==> src/rtl/buffer_w_wr_ctrl.sv <==
// Write sequencer for the west bridge buffer: holds each projection beat and
// writes its TOTAL_MODULES slices to contiguous bank-0 Port-A addresses, locking per frame.
package top_pkg;
   localparam int unsigned TOP_CHUNK_SIZE = 2;
endpackage

module buffer_w_wr_ctrl #(
   parameter  int unsigned WIDTH         = 16,
   parameter  int unsigned NUM_CORES_A   = 2,
   parameter  int unsigned NUM_CORES_B   = 1,
   parameter  int unsigned TOTAL_MODULES = 4,
   parameter  int unsigned TOTAL_INPUT_W = 2,
   parameter  int unsigned ROW_X         = 10,
   parameter  int unsigned COL_X         = 16,
   parameter  int unsigned NUM_WORDS     = 3,
   localparam int unsigned IN_WIDTH      = WIDTH * top_pkg::TOP_CHUNK_SIZE * NUM_CORES_A
                                           * NUM_CORES_B * TOTAL_MODULES,
   localparam int unsigned TOTAL_DEPTH   = ROW_X * COL_X,
   localparam int unsigned ADDR_WIDTH    = $clog2(TOTAL_DEPTH),
   localparam int unsigned IDX_W         = $clog2(TOTAL_MODULES)
) (
   input  logic                                    clk,
   input  logic                                    rst,
   input  logic                                    in_valid,
   input  logic [TOTAL_INPUT_W-1:0][IN_WIDTH-1:0]  in_data,
   output logic                                    in_ready,
   input  logic                                    rd_release,
   output logic                                    bank0_ena,
   output logic                                    bank0_wea,
   output logic [ADDR_WIDTH-1:0]                   bank0_addra,
   output logic [IDX_W-1:0]                        slicing_idx,
   output logic [TOTAL_INPUT_W-1:0][IN_WIDTH-1:0]  bank0_din,
   output logic                                    frame_done,
   output logic                                    buf_full
);

   localparam int unsigned BEAT_W = (NUM_WORDS > 1) ? $clog2(NUM_WORDS) : 1;

   typedef enum logic [1:0] {
      IDLE  = 2'd0,
      WRITE = 2'd1,
      FULL  = 2'd2
   } state_e;

   state_e                                  state_q, state_d;
   logic [TOTAL_INPUT_W-1:0][IN_WIDTH-1:0]  hold_q, hold_d;
   logic [IDX_W-1:0]                        idx_q, idx_d;
   logic [ADDR_WIDTH-1:0]                   wr_ptr_q, wr_ptr_d;
   logic [BEAT_W-1:0]                       beat_cnt_q, beat_cnt_d;
   logic                                    frame_done_q, frame_done_d;
   logic                                    ena_q, ena_d;
   logic                                    buf_full_q, buf_full_d;
   logic                                    last_slice;
   logic                                    last_beat;

   assign last_slice = (idx_q == IDX_W'(TOTAL_MODULES - 1));
   assign last_beat  = (beat_cnt_q == BEAT_W'(NUM_WORDS - 1));

   // Next-state, pointer walk and handshake decode
   always_comb begin
      state_d      = state_q;
      hold_d       = hold_q;
      idx_d        = idx_q;
      wr_ptr_d     = wr_ptr_q;
      beat_cnt_d   = beat_cnt_q;
      frame_done_d = 1'b0;
      in_ready     = 1'b0;

      unique case (state_q)
         IDLE: begin
            in_ready = 1'b1;
            if (in_valid) begin
               hold_d  = in_data;
               idx_d   = '0;
               state_d = WRITE;
            end
         end
         WRITE: begin
            wr_ptr_d = wr_ptr_q + ADDR_WIDTH'(1);
            idx_d    = idx_q + IDX_W'(1);
            if (last_slice) begin
               idx_d = '0;
               if (last_beat) begin
                  state_d      = FULL;
                  wr_ptr_d     = '0;
                  beat_cnt_d   = '0;
                  frame_done_d = 1'b1;
               end else begin
                  // Overlap the next accept with the final slice so back-to-back beats have no bubble
                  beat_cnt_d = beat_cnt_q + BEAT_W'(1);
                  in_ready   = 1'b1;
                  if (in_valid) begin
                     hold_d = in_data;
                  end else begin
                     state_d = IDLE;
                  end
               end
            end
         end
         FULL: begin
            if (rd_release) begin
               state_d = IDLE;
            end
         end
         default: state_d = IDLE;
      endcase

      ena_d      = (state_d == WRITE);
      buf_full_d = (state_d == FULL);
   end

   always_ff @(posedge clk) begin
      if (rst) begin
         state_q      <= IDLE;
         hold_q       <= '0;
         idx_q        <= '0;
         wr_ptr_q     <= '0;
         beat_cnt_q   <= '0;
         frame_done_q <= 1'b0;
         ena_q        <= 1'b0;
         buf_full_q   <= 1'b0;
      end else begin
         state_q      <= state_d;
         hold_q       <= hold_d;
         idx_q        <= idx_d;
         wr_ptr_q     <= wr_ptr_d;
         beat_cnt_q   <= beat_cnt_d;
         frame_done_q <= frame_done_d;
         ena_q        <= ena_d;
         buf_full_q   <= buf_full_d;
      end
   end

   assign bank0_ena   = ena_q;
   assign bank0_wea   = ena_q;
   assign bank0_addra = wr_ptr_q;
   assign slicing_idx = idx_q;
   assign bank0_din   = hold_q;
   assign frame_done  = frame_done_q;
   assign buf_full    = buf_full_q;

endmodule
==> config.mk <==
export PLATFORM = sky130hd
export DESIGN_NAME = buffer_w_wr_ctrl
export DESIGN_NICKNAME = d
export VERILOG_FILES = /design/src/rtl/buffer_w_wr_ctrl.sv
export SDC_FILE = /design/constraint.sdc
export NUM_CORES = 1
export LEC_CHECK = 0
export CELL_PAD_IN_SITES_DETAIL_PLACEMENT = 0
export CELL_PAD_IN_SITES_GLOBAL_PLACEMENT = 1
export CORE_AREA = 2 2 406 408
export DETAILED_ROUTE_END_ITERATION = 16
export DIE_AREA = 0 0 408 410
export GPL_TIMING_DRIVEN = 0
export PLACE_DENSITY = 0.42
export SKIP_CTS_REPAIR_TIMING = 1
export SLEW_MARGIN = 10
export SYNTH_ARGS = -nofsm -noshare
export SYNTH_HDL_FRONTEND = slang
export SYNTH_SLANG_ARGS = --single-unit
==> constraint.sdc <==
create_clock -name clk -period 2.1 [get_ports clk]
set_clock_uncertainty 0.1 [all_clocks]
set_input_delay 0.42 -clock clk [delete_from_list [all_inputs] [get_ports clk]]
set_output_delay 0.42 -clock clk [all_outputs]
set_load 0.05 [all_outputs]
Yosys cells after proc, flatten, opt, wreduce, memory -nomap -nowiden:

Index checks and enable logic that the tools add are counted.

* add/subtract/negate cells: 3
* multipliers: 0
* divide/modulo/power cells: 0
* magnitude comparators: 0
* equality and inequality tests: 9
* shifts and indexed selects: 0
* mux-type cells: 20
* bitwise logic cells: 2
* reductions and logical operators: 6

Operators with widths (count)
* $mux W512: 3
* $pmux W512 S2: 1
* $mux W2: 8
* $mux W8: 2
* $add A8 B1 Y8 const B: 1
* $eq A2 B2 Y1 const B: 4
* $ne A2 B2 Y1 const B: 3
* $pmux W2 S3: 1
* $add A2 B1 Y2 const B: 2
* $eq A2 B1 Y1 const B: 2
* $pmux W2 S2: 1
* $reduce_and A2 Y1: 2
* $mux W1: 3
* $reduce_and A3 Y1: 1
* $reduce_or A3 Y1: 1
* $logic_not A2 Y1: 1
* $not A1 Y1: 2
* $pmux W1 S2: 1
* $reduce_bool A2 Y1: 1

* register bits after elaboration: 529
* bits in latches: 0
* bits in writable memories: 0
* memory bits (read-only): 0
* input bits: 516
* memories: 0

Logic depth before layout (Yosys ltp):

* depth after elaboration: 5
* gate-level depth with buffers: 7
* gate-level depth less buffers: 5

Worst setup path after synthesis:

Ideal clock, no wire load.

* path type: register to output
* start: register idx_q[0], in the netlist slicing_idx[0]
* end: output in_ready
* data arrival time: 1.728 ns
* setup slack: -0.148 ns
* cell stages (with the launch flop): 4
* path buffers: 0
* path through: dfxtp_1 > ha_1 > a21boi_1 > nor2_1

* cells in the longest elaborated chain, start to end: 3

Ends and longest elaborated chain
* start: declaration: RTL line 47 `logic [IDX_W-1:0] idx_q, idx_d;`
* start signal: assignment: RTL line 125 `idx_q <= idx_d;`
* $eq A2 B2 Y1: RTL line 56 `assign last_slice = (idx_q == IDX_W'(TOTAL_MODULES - 1));`
* $mux W1: RTL line 81 `if (last_slice) begin`
* $pmux W1 S2: RTL line 69 `unique case (state_q)`
* end: declaration: RTL line 26 `output logic in_ready,`

Every way passes these cells.

Worst setup path in the final report:

Ends and elaborated chain as after synthesis.

==> tab_implementation.tex <==
\begin{tabular}{lr}
\hline
Metric & Value \\
\hline
\multicolumn{2}{l}{\textbf{Pwr}} \\
Worst supply voltage drop on vdd & 0.000617 V \\
P\_leak & 21.4 nW \\
P per Cell Area & 801 nW/um\^{}2 \\
\multicolumn{2}{l}{\textbf{Placed design}} \\
Final weighted congestion in routability-driven placement & 0.784 \\
DP HPWL & 107 mm \\
\# port buffers & 1041 \\
Number of placed instances with taps included & 5529 \\
\multicolumn{2}{l}{\textbf{Timing}} \\
Smallest setup slack after layout & -0.00833 ns \\
Slew at the pin with the worst max-slew slack & 0.983 ns \\
Fin Hold WS & 0.213 ns \\
Final hold vios & 0 \\
Final Slew Violations & 0 \\
Max Fclk & 474 MHz \\
Fin Setup TNS & -0.00833 ns \\
Final period util & 100\% \\
Setup violation total in the final timing report & 1 \\
Tmin final & 2.11 ns \\
Relative slew slack & 34.4\% \\
Setup repair after global routing missed its margin & true \\
\multicolumn{2}{l}{\textbf{Final layout}} \\
Combined flip-flop and latch cell area & 10600 sq um \\
Number of fill cells in the layout & 17700 \\
Synthesis-to-layout area growth & 68.6\% \\
Number of non-filler instances in the completed layout & 5708 \\
Number of nets in the layout & 3940 \\
Share of cells above drive strength 1 & 9.27\% \\
Area taken by multi-input logic gates & 11900 sq um \\
Core utilization of the finished layout & 24.7\% \\
\multicolumn{2}{l}{\textbf{Floorplanning}} \\
Top-level I/O count & 1043 \\
Die X & 408 microns \\
Number of placement rows & 149 \\
Full die area & 167000 sq um \\
Core Footprint & 163000 sq um \\
Initial cell density of the core & 14.7\% \\
Die Span Y & 410 microns \\
\multicolumn{2}{l}{\textbf{Run status}} \\
Result of the run & finished with violations \\
Violated checks & setup timing \\
\multicolumn{2}{l}{\textbf{Worst hold path}} \\
Type of the most critical hold path & in -> reg \\
\multicolumn{2}{l}{\textbf{Routing}} \\
Number of DRC violations after detailed-routing iteration 0 & 748 \\
Mean number of vias per cell & 3.49 \\
Count of antenna-violating nets left after detailed routing & 0 \\
Total via count in the routed design & 19900 \\
Routed wire per std cell & 23.3 microns \\
Iteration count of the initial detailed-routing pass & 4 \\
Drt drc & 0 \\
Wire length reported by the detailed router & 133 mm \\
\multicolumn{2}{l}{\textbf{Clocking}} \\
Clock transition at the register clock pins on the worst setup and hold paths after CTS & 0.06 ns \\
Total number of H-tree levels & 3 \\
Clock tree root buffer cell & sky130\_fd\_sc\_hd\_\_clkbuf\_16 \\
Clock latency reported for the late side of the worst-skew pair & 0.66 ns \\
Number of sinks on the clock net & 529 \\
CTS tree & built \\
CTS buffer count & 79 \\
Buffer depth of the longest clock path & 3 \\
\multicolumn{2}{l}{\textbf{Synth}} \\
Count of distinct cell types in the synthesized netlist & 28 \\
Post-synthesis cell type with the largest combined area & sky130\_fd\_sc\_hd\_\_dfxtp\_1 \\
Net count after synthesis & 2817 \\
Portion of the post-synthesis area used by sequential elements & 44.2\% \\
Count of yosys warnings during synthesis & 0 \\
Area fraction of the dominant cell type after synthesis & 44.2\% \\
Post-Synthesis Cell Area & 24000 sq um \\
Number of register bits inferred by synthesis & 529 \\
Synthesized instance count & 2299 \\
Synth Area per Inst & 10.4 sq um \\
Top cells by area in the synthesized netlist & sky130\_fd\_sc\_hd\_\_dfxtp\_1 44\%, sky130\_fd\_sc\_hd\_\_nand2b\_1 27\%, sky130\_fd\_sc\_hd\_\_mux2i\_1 21\% \\
\multicolumn{2}{l}{\textbf{GRT}} \\
Antenna violations before repair & 54 \\
Number of global-route vias before repair & 21100 \\
Global-route wire length before repair & 179 mm \\
Global-route usage over all layers & 15.3\% \\
Remaining global-route overflow & 0 \\
Pin count of the biggest net entering global routing & 12 \\
\multicolumn{2}{l}{\textbf{Critical path}} \\
Critical path fanouts, max & 6 \\
Count of buffering cells on the critical path with inverters included & 1 \\
Worst-path cell chain & ha\_4 -> a21boi\_2 -> nor2\_2 -> buf\_6 \\
Crit-path leading delay family & flip-flops \\
Crit path launch type & flip-flop \\
Kind of end point of the critical path & primary output \\
Slowest cell on the critical path & sky130\_fd\_sc\_hd\_\_dfxtp\_2 \\
Arrival time at the worst endpoint & 1.59 ns \\
Required time at the endpoint of the critical path & 1.58 ns \\
Kind of critical path & reg -> out \\
Stage delay of the slowest cell on the critical path & 0.35 ns \\
\multicolumn{2}{l}{\textbf{Flow run}} \\
Total of max-cap violations & 0 \\
\hline
\end{tabular}
[report_power, final]
group          internal, mW  switching (mW)  total (mW)
Combinational          2.95            4.35        7.29
Clock                  8.39            5.64        14.0
Sequential             10.7           0.376        11.1
Total                  22.0            10.4        32.4
[layout by cell type (no fill, tap or decap), drive strengths merged, types with 3 or more instances in the layout]
cell type,instances
a21oi,8
buf,62
bufinv,3
clkbuf,357
clkdlybuf4s50,514
clkinv,11
dfxtp,529
diode,35
dlymetal6s2s,408
inv,3
mux2i,512
nand2,7
nand2b,1027
nand4,4
nor2,11
nor3,4
xor2,6
[stage by stage]
stage / instance area, sq um / power, mW / setup WS (ns)
after floorplan: 24000 / 15.5 / 0.00838
after global placement: 37100 / 18.9 / -1.29
after detailed placement: 37100 / 18.9 / -1.37
after CTS: 39800 / 33.5 / -1.05
after global routing: 40400 / 33.9 / -0.129
final: 40400 / 32.4 / -0.00833
[worst min-delay path, stage by stage]
cell and delay [ns]:
sky130_fd_sc_hd__clkdlybuf4s50_1 0.39, sky130_fd_sc_hd__nand2b_1 0.06, sky130_fd_sc_hd__mux2i_1 0.06
[sequential cells by signal, indices dropped and copies added (netlist names)]
register     cells
slicing_idx      2
bank0_addra      8
state_q          2
beat_cnt_q       2
bank0_din      512
bank0_ena        1
buf_full         1
frame_done       1
[layout make-up]
type / instances / share of cell area (%)
Antenna cell: 35 / 0.217
Buffer: 175 / 3.82
Clock buffer: 124 / 6.05
Clock inverter: 19 / 0.582
Multi-Input combinational cell: 1595 / 29.5
Sequential cell: 529 / 26.2
Tap cell: 2189 / 6.77
Timing Repair Buffer: 1042 / 26.9
[cell families (layout without fill, tap and decap cells)]
| group | Yosys count | count (layout) | synth area share [%] |
|---|---|---|---|
| flip-flops | 529 | 529 | 44.2 |
| AO/OA/AOI/OAI | 11 | 11 | 0.261 |
| XOR/XNOR | 6 | 6 | 0.219 |
| AND/OR/NAND/NOR | 1064 | 1064 | 27.6 |
| adder cells (fa/ha/maj) | 2 | 2 | 0.104 |
| multiplexers | 512 | 512 | 21.4 |
| other | 0 | 35 | 0 |
| buffers and inverters | 175 | 1360 | 6.28 |
[per-layer routing]
| metal | vias up | track usage, % | part of all wire (%) |
|---|---|---|---|
| met1 | 9348 | 16.3 | 38 |
| li1 | 9742 | - | - |
| met4 | 26 | 5.71 | 2.6 |
| met3 | 180 | 6.76 | 9.3 |
| met5 | - | 0 | 0.13 |
| met2 | 646 | 26.7 | 50 |
[synth_stat cells, drive strengths merged]
master / count
or3: 1
nand4b: 1
and3: 1
and3b: 1
a22oi: 1
nand4: 4
dfxtp: 529
nand2b: 1027
nand2: 7
nor3: 4
ha: 2
and4b: 1
a21boi: 1
a21oi: 8
clkbuf: 114
nor3b: 1
nor2b: 2
or3b: 1
xor2: 6
nor2: 11
o21bai: 1
buf: 61
nand3b: 2
mux2i: 512
[path summary, 6_finish.rpt]
path,from,endpoint,slack (ns),cells past startpoint
worst min register to register,bank0_din[349],bank0_din[349],0.37,2
worst min-delay path,in_data[368],bank0_din[368],0.21,3
worst max register to register,slicing_idx[0],bank0_din[362],0.14,7
worst max-delay path,slicing_idx[0],in_ready,-0.008,4
Power figures use the tool's default switching activity.
